==> src/rtl/multicycle_control_if.sv <==
// Handshake and control bundle between the multicycle controller and its datapath.
// The slave modport is the controller side; the master modport is the datapath side.
interface multicycle_control_if #(
    parameter int CNT_W = 16
);
    logic [5:0]       Op;
    logic             hold;
    logic             mem_ready;
    logic             PCWriteCond;
    logic             PCWriteCondN;
    logic             PCWrite;
    logic             IorD;
    logic             MemRead;
    logic             MemWrite;
    logic             MemtoReg;
    logic             IRWrite;
    logic             ALUSrcA;
    logic             RegWrite;
    logic             RegDst;
    logic             illegal_op;
    logic [1:0]       PCSource;
    logic [2:0]       ALUOp;
    logic [1:0]       ALUSrcB;
    logic [3:0]       state;
    logic [CNT_W-1:0] instr_count;

    modport master (
        output Op, hold, mem_ready,
        input  PCWriteCond, PCWriteCondN, PCWrite, IorD, MemRead, MemWrite,
               MemtoReg, IRWrite, ALUSrcA, RegWrite, RegDst, illegal_op,
               PCSource, ALUOp, ALUSrcB, state, instr_count
    );

    modport slave (
        input  Op, hold, mem_ready,
        output PCWriteCond, PCWriteCondN, PCWrite, IorD, MemRead, MemWrite,
               MemtoReg, IRWrite, ALUSrcA, RegWrite, RegDst, illegal_op,
               PCSource, ALUOp, ALUSrcB, state, instr_count
    );
endinterface

==> src/rtl/multicycle_control.sv <==
// Moore-style multicycle MIPS controller with hold freeze, optional memory
// wait states, illegal-opcode trap and a retired-instruction counter.
module multicycle_control #(
    parameter int         MEM_WAIT = 0,
    parameter int         TRAP_EN  = 1,
    parameter int         IMM_EN   = 1,
    parameter int         BNE_EN   = 1,
    parameter logic [5:0] LW_OP    = 6'b100011,
    parameter logic [5:0] SW_OP    = 6'b101011,
    parameter int         CNT_W    = 16
) (
    input logic                 clk,
    input logic                 rst_n,
    multicycle_control_if.slave bus
);

    typedef enum logic [3:0] {
        FETCH   = 4'd0,
        DECODE  = 4'd1,
        MEMADDR = 4'd2,
        MEMRD   = 4'd3,
        MEMWB   = 4'd4,
        MEMWR   = 4'd5,
        EXEC    = 4'd6,
        RWB     = 4'd7,
        BRANCH  = 4'd8,
        JUMP    = 4'd9,
        IEXEC   = 4'd10,
        IWB     = 4'd11,
        TRAP    = 4'd12
    } state_t;

    state_t           state_q, state_d;
    logic [CNT_W-1:0] count_q;
    logic             rdy, retire;
    logic             pc_write_cond, pc_write_cond_n, pc_write, iord;
    logic             mem_read, mem_write, mem_to_reg, ir_write;
    logic             alu_src_a, reg_write, reg_dst, illegal;
    logic [1:0]       pc_source, alu_src_b;
    logic [2:0]       alu_op;

    always_ff @(posedge clk or negedge rst_n) begin
        if (!rst_n) begin
            state_q <= FETCH;
            count_q <= '0;
        end else begin
            state_q <= state_d;
            if (retire)
                count_q <= count_q + CNT_W'(1);
        end
    end

    always_comb begin
        state_d         = state_q;
        pc_write_cond   = 1'b0;
        pc_write_cond_n = 1'b0;
        pc_write        = 1'b0;
        iord            = 1'b0;
        mem_read        = 1'b0;
        mem_write       = 1'b0;
        mem_to_reg      = 1'b0;
        ir_write        = 1'b0;
        alu_src_a       = 1'b0;
        reg_write       = 1'b0;
        reg_dst         = 1'b0;
        illegal         = 1'b0;
        pc_source       = 2'b00;
        alu_src_b       = 2'b00;
        alu_op          = 3'b000;
        rdy             = (MEM_WAIT == 0) || bus.mem_ready;
        retire          = 1'b0;

        case (state_q)
            FETCH: begin
                mem_read  = 1'b1;
                alu_src_b = 2'b01;
                ir_write  = rdy;
                pc_write  = rdy;
                if (rdy) state_d = DECODE;
            end
            DECODE: begin
                alu_src_b = 2'b11;
                if (bus.Op == 6'd0)
                    state_d = EXEC;
                else if (bus.Op == LW_OP || bus.Op == SW_OP)
                    state_d = MEMADDR;
                else if (bus.Op == 6'd4 || (bus.Op == 6'd5 && BNE_EN != 0))
                    state_d = BRANCH;
                else if (bus.Op == 6'd2)
                    state_d = JUMP;
                else if (IMM_EN != 0 && (bus.Op == 6'd8 || bus.Op == 6'd12 || bus.Op == 6'd13))
                    state_d = IEXEC;
                else
                    state_d = (TRAP_EN != 0) ? TRAP : FETCH;
            end
            MEMADDR: begin
                alu_src_a = 1'b1;
                alu_src_b = 2'b10;
                state_d   = (bus.Op == LW_OP) ? MEMRD : MEMWR;
            end
            MEMRD: begin
                mem_read = 1'b1;
                iord     = 1'b1;
                if (rdy) state_d = MEMWB;
            end
            MEMWB: begin
                reg_write  = 1'b1;
                mem_to_reg = 1'b1;
                state_d    = FETCH;
            end
            MEMWR: begin
                mem_write = 1'b1;
                iord      = 1'b1;
                if (rdy) state_d = FETCH;
            end
            EXEC: begin
                alu_src_a = 1'b1;
                alu_op    = 3'b010;
                state_d   = RWB;
            end
            RWB: begin
                reg_write = 1'b1;
                reg_dst   = 1'b1;
                state_d   = FETCH;
            end
            BRANCH: begin
                alu_src_a       = 1'b1;
                alu_op          = 3'b001;
                pc_source       = 2'b01;
                pc_write_cond   = (bus.Op == 6'd4);
                pc_write_cond_n = (bus.Op == 6'd5);
                state_d         = FETCH;
            end
            JUMP: begin
                pc_write  = 1'b1;
                pc_source = 2'b10;
                state_d   = FETCH;
            end
            IEXEC: begin
                alu_src_a = 1'b1;
                alu_src_b = 2'b10;
                case (bus.Op)
                    6'd8:    alu_op = 3'b100;
                    6'd12:   alu_op = 3'b101;
                    6'd13:   alu_op = 3'b110;
                    default: alu_op = 3'b000;
                endcase
                state_d = IWB;
            end
            IWB: begin
                reg_write = 1'b1;
                state_d   = FETCH;
            end
            TRAP: begin
                illegal = 1'b1;
                state_d = FETCH;
            end
            default: state_d = FETCH;
        endcase

        // Hold freezes the state and every strobe; mux selects stay as decoded.
        if (bus.hold) begin
            state_d         = state_q;
            pc_write        = 1'b0;
            pc_write_cond   = 1'b0;
            pc_write_cond_n = 1'b0;
            ir_write        = 1'b0;
            mem_read        = 1'b0;
            mem_write       = 1'b0;
            reg_write       = 1'b0;
            illegal         = 1'b0;
        end

        if (state_d == FETCH && !bus.hold) begin
            case (state_q)
                MEMWB, MEMWR, RWB, BRANCH, JUMP, IWB, TRAP: retire = 1'b1;
                default:                                    retire = 1'b0;
            endcase
        end
    end

    // Outputs are gated by rst_n so they drop immediately, not at the next edge.
    assign bus.PCWriteCond  = rst_n & pc_write_cond;
    assign bus.PCWriteCondN = rst_n & pc_write_cond_n;
    assign bus.PCWrite      = rst_n & pc_write;
    assign bus.IorD         = rst_n & iord;
    assign bus.MemRead      = rst_n & mem_read;
    assign bus.MemWrite     = rst_n & mem_write;
    assign bus.MemtoReg     = rst_n & mem_to_reg;
    assign bus.IRWrite      = rst_n & ir_write;
    assign bus.ALUSrcA      = rst_n & alu_src_a;
    assign bus.RegWrite     = rst_n & reg_write;
    assign bus.RegDst       = rst_n & reg_dst;
    assign bus.illegal_op   = rst_n & illegal;
    assign bus.PCSource     = rst_n ? pc_source : 2'b00;
    assign bus.ALUOp        = rst_n ? alu_op : 3'b000;
    assign bus.ALUSrcB      = rst_n ? alu_src_b : 2'b00;
    assign bus.state        = state_q;
    assign bus.instr_count  = count_q;

endmodule

==> src/flat_wrapper.sv <==
// flat-port wrapper written by rule: the top's interface ports become plain ports
module multicycle_control_flat 
#(
    parameter int         MEM_WAIT = 0,
    parameter int         TRAP_EN  = 1,
    parameter int         IMM_EN   = 1,
    parameter int         BNE_EN   = 1,
    parameter logic [5:0] LW_OP    = 6'b100011,
    parameter logic [5:0] SW_OP    = 6'b101011,
    parameter int         CNT_W    = 16
)
  (clk, rst_n, bus_Op, bus_hold, bus_mem_ready, bus_PCWriteCond, bus_PCWriteCondN, bus_PCWrite, bus_IorD, bus_MemRead, bus_MemWrite, bus_MemtoReg, bus_IRWrite, bus_ALUSrcA, bus_RegWrite, bus_RegDst, bus_illegal_op, bus_PCSource, bus_ALUOp, bus_ALUSrcB, bus_state, bus_instr_count);
  multicycle_control_if #(.CNT_W(CNT_W)) bus_i ();
  input logic clk;
  input logic rst_n;
  input wire logic [$bits(bus_i.Op)-1:0] bus_Op;
  input wire logic [$bits(bus_i.hold)-1:0] bus_hold;
  input wire logic [$bits(bus_i.mem_ready)-1:0] bus_mem_ready;
  output wire logic [$bits(bus_i.PCWriteCond)-1:0] bus_PCWriteCond;
  output wire logic [$bits(bus_i.PCWriteCondN)-1:0] bus_PCWriteCondN;
  output wire logic [$bits(bus_i.PCWrite)-1:0] bus_PCWrite;
  output wire logic [$bits(bus_i.IorD)-1:0] bus_IorD;
  output wire logic [$bits(bus_i.MemRead)-1:0] bus_MemRead;
  output wire logic [$bits(bus_i.MemWrite)-1:0] bus_MemWrite;
  output wire logic [$bits(bus_i.MemtoReg)-1:0] bus_MemtoReg;
  output wire logic [$bits(bus_i.IRWrite)-1:0] bus_IRWrite;
  output wire logic [$bits(bus_i.ALUSrcA)-1:0] bus_ALUSrcA;
  output wire logic [$bits(bus_i.RegWrite)-1:0] bus_RegWrite;
  output wire logic [$bits(bus_i.RegDst)-1:0] bus_RegDst;
  output wire logic [$bits(bus_i.illegal_op)-1:0] bus_illegal_op;
  output wire logic [$bits(bus_i.PCSource)-1:0] bus_PCSource;
  output wire logic [$bits(bus_i.ALUOp)-1:0] bus_ALUOp;
  output wire logic [$bits(bus_i.ALUSrcB)-1:0] bus_ALUSrcB;
  output wire logic [$bits(bus_i.state)-1:0] bus_state;
  output wire logic [$bits(bus_i.instr_count)-1:0] bus_instr_count;
  assign bus_i.Op = bus_Op;
  assign bus_i.hold = bus_hold;
  assign bus_i.mem_ready = bus_mem_ready;
  assign bus_PCWriteCond = bus_i.PCWriteCond;
  assign bus_PCWriteCondN = bus_i.PCWriteCondN;
  assign bus_PCWrite = bus_i.PCWrite;
  assign bus_IorD = bus_i.IorD;
  assign bus_MemRead = bus_i.MemRead;
  assign bus_MemWrite = bus_i.MemWrite;
  assign bus_MemtoReg = bus_i.MemtoReg;
  assign bus_IRWrite = bus_i.IRWrite;
  assign bus_ALUSrcA = bus_i.ALUSrcA;
  assign bus_RegWrite = bus_i.RegWrite;
  assign bus_RegDst = bus_i.RegDst;
  assign bus_illegal_op = bus_i.illegal_op;
  assign bus_PCSource = bus_i.PCSource;
  assign bus_ALUOp = bus_i.ALUOp;
  assign bus_ALUSrcB = bus_i.ALUSrcB;
  assign bus_state = bus_i.state;
  assign bus_instr_count = bus_i.instr_count;
  multicycle_control #(.MEM_WAIT(MEM_WAIT), .TRAP_EN(TRAP_EN), .IMM_EN(IMM_EN), .BNE_EN(BNE_EN), .LW_OP(LW_OP), .SW_OP(SW_OP), .CNT_W(CNT_W)) u_core (.clk(clk), .rst_n(rst_n), .bus(bus_i));
endmodule
==> config.mk <==
export PLATFORM = sky130hd
export DESIGN_NAME = multicycle_control_flat
export DESIGN_NICKNAME = d
export VERILOG_FILES = /design/src/rtl/multicycle_control_if.sv /design/src/rtl/multicycle_control.sv /design/src/flat_wrapper.sv
export SDC_FILE = /design/constraint.sdc
export NUM_CORES = 1
export LEC_CHECK = 0
export CAP_MARGIN = 10
export CORE_ASPECT_RATIO = 1.75
export CORE_MARGIN = 2
export CORE_UTILIZATION = 40
export DETAILED_ROUTE_END_ITERATION = 8
export GPL_TIMING_DRIVEN = 0
export PLACE_DENSITY = 0.72
export RECOVER_POWER = 50
export SLEW_MARGIN = 20
export SYNTH_ARGS = -nofsm -noshare
export SYNTH_HDL_FRONTEND = slang
export SYNTH_SLANG_ARGS = --single-unit
==> constraint.sdc <==
create_clock -name clk -period 2.4 [get_ports clk]
set_input_delay 0.48 -clock clk [delete_from_list [all_inputs] [get_ports clk]]
set_output_delay 0.48 -clock clk [all_outputs]
set_load 0.1 [all_outputs]
* Word level (Yosys, flattened, before mapping)
Index checks and enable logic that the tools add are counted.
** Word-level totals
- Memory bits (writable) :: 0
- Memories kept :: 0
- Bits in latches :: 0
- Register bits :: 20
- Logic and storage cells :: 88
- Memory bits (read-only) :: 0
- Output and inout port bits :: 39
** Operators by class
- $mul :: 0
- Multiplexer cells :: 37
- Add/subtract/negate cells :: 1
- Bitwise operators :: 12
- $lt $le $gt $ge :: 0
- Equality and inequality tests :: 20
- Reduce and logical (&&, ||, !) cells :: 16
- Div/mod/pow operators :: 0
- Shifts and indexed selects :: 0
** Operators with widths (number)
- 4-bit case mux with 6 select lines :: 1
- 1-bit 2-to-1 mux :: 22
- 4-bit == test, second input constant :: 5
- 4-bit 2-to-1 mux :: 5
- 6-bit by 4-bit == test with 1-bit output, second input constant :: 3
- 3-bit case mux with 3 select lines :: 2
- 16-bit by 1-bit adder with 16-bit output, second input constant :: 1
- 4-bit by 3-bit == test with 1-bit output, second input constant :: 4
- 1-bit bitwise AND :: 12
- 6-bit by 3-bit == test with 1-bit output, second input constant :: 2
- 6-bit == test, second input constant :: 2
- 3-bit 2-to-1 mux :: 3
- 4-bit by 2-bit == test with 1-bit output, second input constant :: 2
- 4-bit zero test :: 2
- 2-bit OR reduction :: 4
- 7-bit OR reduction :: 1
- 6-bit by 2-bit == test with 1-bit output, second input constant :: 1
- 6-bit zero test :: 1
- 2-bit case mux with 3 select lines :: 1
- 4-bit by 1-bit == test with 1-bit output, second input constant :: 1
- 1-bit logical OR :: 4
- 2-bit 2-to-1 mux :: 2
- 2-bit case mux with 2 select lines :: 1
- 4-bit OR reduction :: 1
- 3 further kinds :: 3

* Logic depth before layout (Yosys ltp)
- Depth after elaboration :: 13
- Depth in mapped cells :: 6
- Mapped depth without buffers :: 4

* Worst setup path before layout
Ideal clock, no wire load.
- Kind :: register -> output
- Start point :: reg u_core.state_q[3] (netlist: u_core.bus.state[3])
- End point :: out bus_ALUOp[2]
- Buffers on the path :: 0
- Stages on the path, launching flop included :: 4
- Arrival :: 6102 ps
- Slack :: -4182 ps
- Cells stage by stage :: dfrtp_1 > nor2b_1 > nand2_1 > a2111oi_0
** Between the ends
- Word-level cells in the longest chain between the ends :: 3
** Ends and longest elaborated chain
- start, declared :: line multicycle_control.sv:33 : state_t state_q, state_d;
- start signal, assigned :: line multicycle_control.sv:47 : state_q <= state_d;
- 4-bit == test or 4-bit by 3-bit == test with 1-bit output (tied branches) :: line multicycle_control.sv:73 : case (state_q)
- 3-bit case mux with 3 select lines (*) :: line multicycle_control.sv:73
- 3-bit 2-to-1 mux (*) :: line multicycle_control.sv:196 : assign bus.ALUOp = rst_n ? alu_op : 3'b000;
- end, declared :: line flat_wrapper.sv:32 : output wire logic [$bits(bus_i.ALUOp)-1:0] bus_ALUOp;
Mark *: on every way between the ends. The rest lies on a longest branch, timed or not.

* Final worst setup path
- Start point :: in bus_hold
- End point :: out bus_illegal_op
** Between the ends
- Word-level cells in the longest chain between the ends :: 2
** Ends and longest elaborated chain
- start, declared :: line flat_wrapper.sv:17 : input wire logic [$bits(bus_i.hold)-1:0] bus_hold;
- 1-bit 2-to-1 mux :: line multicycle_control.sv:162 : if (bus.hold) begin
- 1-bit bitwise AND :: line multicycle_control.sv:194 : assign bus.illegal_op = rst_n & illegal;
- end, declared :: line flat_wrapper.sv:30 : output wire logic [$bits(bus_i.illegal_op)-1:0] bus_illegal_op;
No other way between the ends.

==> results.md <==
* Run status: completed
* Non-filler cells, final at roughly 260
* Die Span X at 48.58 um
* Pwr Density at 1068 mW/mm2
* Critical Path Start Type: input pin
* Critical-path cell list: dlygate4sd2_1 -> dlymetal6s2s_1 -> nand2b_4 -> or3_1 -> nor2_4 -> buf_6
* Detailed Routing Iterations Pass 1 at 4
* CP max stage delay at between 0.4 and 0.5 ns
* Sequential power share at 0.218
* Placed Cells at around 260
* Via/cell ratio at 5.402
* Synth Instances at 166
* IR drop worst, VDD at 1179 uV
* Worst EP arrival at about 1.9 ns
* Crit path buffers/inverters at 3
* Ys Warns at 0
* Nets at between 200 and 250
* Synth area leaders: dfrtp_1 (36%), xnor2_1 (6.3%), nand2_1 (5.4%)
* Share of layout cells above drive strength 1 at 0.3102
* Most common cell after layout, fill and taps aside: clkdlybuf4s50_1
* Clk_lat worst skew at 0.25 ns
* Vias at 1,410
* Initial Util at 0.4137
* Final WL at around 3800 um
* Number of synthesized flops with an enable pin at 0
* Core Rows at 28
* Sequential area share after synthesis at 0.3597
* DRT antenna net count at 0
* PortBufs at between 40 and 50
* Hold Buf Count CTS at 0
* Leakage Power at ~0.9 nW
* Final Hold Viols at 0
* Final period utilization at 0.9781
* Crit path required time at approximately 1.9 ns
* CP max FO at 6
* Area grow syn2layout at 60.34%
* # diodes at 0
* Ports at slightly below 50
* Clock-pin slew on the worst setup and hold paths at ~0.07 ns
* Root Buffer: clkbuf_8
* Most frequent cells in the layout: clkdlybuf4s50_1 (21), nand2_1 (19), dfrtp_1 (16)
* Endpoint type of the worst setup path: primary output
* Sw power at ~1.4 mW
* Register bit total from synthesis at 20
* Initial detailed-routing violation count at 25
* Antenna violations before repair at 0
* Drc violations at 0
* Clock network power share at 0.091
* Synth Cell Area at 0.001391 mm2
* CP Class: in2out
* Syn avg cell area at 8.382 um2
* CTS Buf Count at 3
* H-tree depth at 1
* Largest net degree at the start of global routing at 29
* Slowest cell on crit path: or3_1
* Final core utilization at 0.6633
* Die footprint at between 0.003 and 0.004 mm2
* TritonCTS clock tree: yes
* Setup-failing EPs final at 0
* RSZ-0062 raised after global routing: true
* Clock skew at 0.002285 ns
* TritonCTS sink count at 20
* Post-DP HPWL at about 3100 um
* Fin. max-slew vios at 0
* Primary FF master, synth: dfrtp_1
* Number of global-route vias before repair at about 1,400
* Global Route Usage Sum at 0.2017
* Core Area at 0.003363 mm2
* Max_slew headroom at 0.3512
* F_max at around 430 MHz
* Hold Path Class: in2async
* Top-area cell type share of the netlist area at 0.3597
* Routability cong. at around 0.77
* Die height at 82.02 um
* Area leader, netlist: dfrtp_1
* Syn nets at 177
* Async set-or-reset flop fraction in the synthesized netlist at 1.000
* Setup Slack @ Placement at -1.304 ns
* GR Overflow Total at 0
* Slew @ Worst Pin at 0.9701 ns
* CTS max path bufs at 2
* Global-route wire length before repair at ~6500 um
* Max Cap Violations at 0
* DR WL/cell at about 15 um
* Post-layout minimum cycle time at 2.347 ns
* Netlist cell types at 40
* Setup TNS at 0 ns
* Switching share of power at 0.5920
* Fin worst setup slack at approximately 0.053 ns
* Top delay family on crit path: simple AND/OR/NAND/NOR gates
* Internal power at 971.8 uW
* Comb power frac at 0.691
## metal layers
metal | global-route usage | vias up | share of wire
li1 | - | 688 | -
met2 | 0.4306 | 35 | 0.60
met3 | 0.01818 | 6 | 0.026
met1 | 0.2021 | 681 | 0.37
met4 | 0.06000 | 0 | 0.011
met5 | 0 | - | 0
## final cells by class
class / instances / area, um2
plain buffers: 10 / 107.6
clock buffers: 4 / 45.04
fillers: 278 / 1132
inverters: 3 / 11.26
multi-input cells: 133 / 1045
flip-flops and latches: 20 / 515.5
well taps: 45 / 56.30
repair buffers: 46 / 450.4
## timing repair
action                     4_1_cts  5_1_grt
gates resized for setup        107       16
pin swaps                        2        3
buffers inserted                 1        0
setup endpoints to repair       19       10
## cells in the mapped netlist (2+ instances only)
cell and count:
dfrtp_1 20, nand2_1 20, nor2_1 17, nor3_1 12
xnor2_1 10, nand3_1 8, a21oi_1 7, clkbuf_1 7
nand4_1 7, xor2_1 7, and3_1 5, nand2b_1 5
nor2b_1 4, buf_6 3, inv_1 3, nor4_1 3
o21ai_0 3, o211ai_1 2, or3_1 2
## registers in the layout, summed over array words and instances, names as in the netlist
name / count
u_core.bus.state: 4
u_core.bus.instr_count: 16
## through the flow
stage | power, mW | hold WS (ns) | cell area, um2
3_5_place_dp | 2.192 | 0.4616 | 2166
2_1_floorplan | 1.846 | 0.1844 | 1664
5_1_grt | 2.489 | 0.1558 | 2231
3_3_place_gp | 2.176 | 0.4653 | 2171
4_1_cts | 2.410 | 0.1433 | 2243
6_report | 2.382 | 0.1389 | 2231
## final timing paths
path	start	endpoint	slack [ns]	cells past startpoint
worst max register to register	u_core.bus.state[1]	u_core.bus.instr_count[12]	0.17	6
worst min register to register	u_core.bus.instr_count[15]	u_core.bus.instr_count[15]	0.48	1
worst max-delay path	bus_hold	bus_illegal_op	0.05	6
worst min-delay path	rst_n	u_core.bus.state[0]	0.14	1
min in group clk	u_core.bus.instr_count[15]	u_core.bus.instr_count[15]	0.48	1
max in group asynchronous	rst_n	u_core.bus.state[1]	1.96	1
## cells by family (layout without fill, tap and decap cells)
| logic type | count (synthesis) | after routing | share of synthesized area |
|---|---|---|---|
| xor+xnor | 17 | 17 | 0.1070 |
| simple gates | 94 | 94 | 0.3732 |
| buf+inv | 13 | 63 | 0.05126 |
| flops | 20 | 20 | 0.3597 |
| compound gates | 21 | 21 | 0.09983 |
| fa+ha+maj | 1 | 1 | 0.008991 |
## power by group through the flow
| stage | logic (mW) | registers, mW | clock network, mW |
|---|---|---|---|
| 2_1_floorplan | 0.850 | 0.996 | 0 |
| 3_3_place_gp | 1.66 | 0.521 | 0 |
| 3_5_place_dp | 1.67 | 0.523 | 0 |
| 4_1_cts | 1.67 | 0.519 | 0.222 |
| 5_1_grt | 1.72 | 0.534 | 0.236 |
| 6_report | 1.65 | 0.519 | 0.216 |
Note: power is estimated with default switching activity, not from simulation.
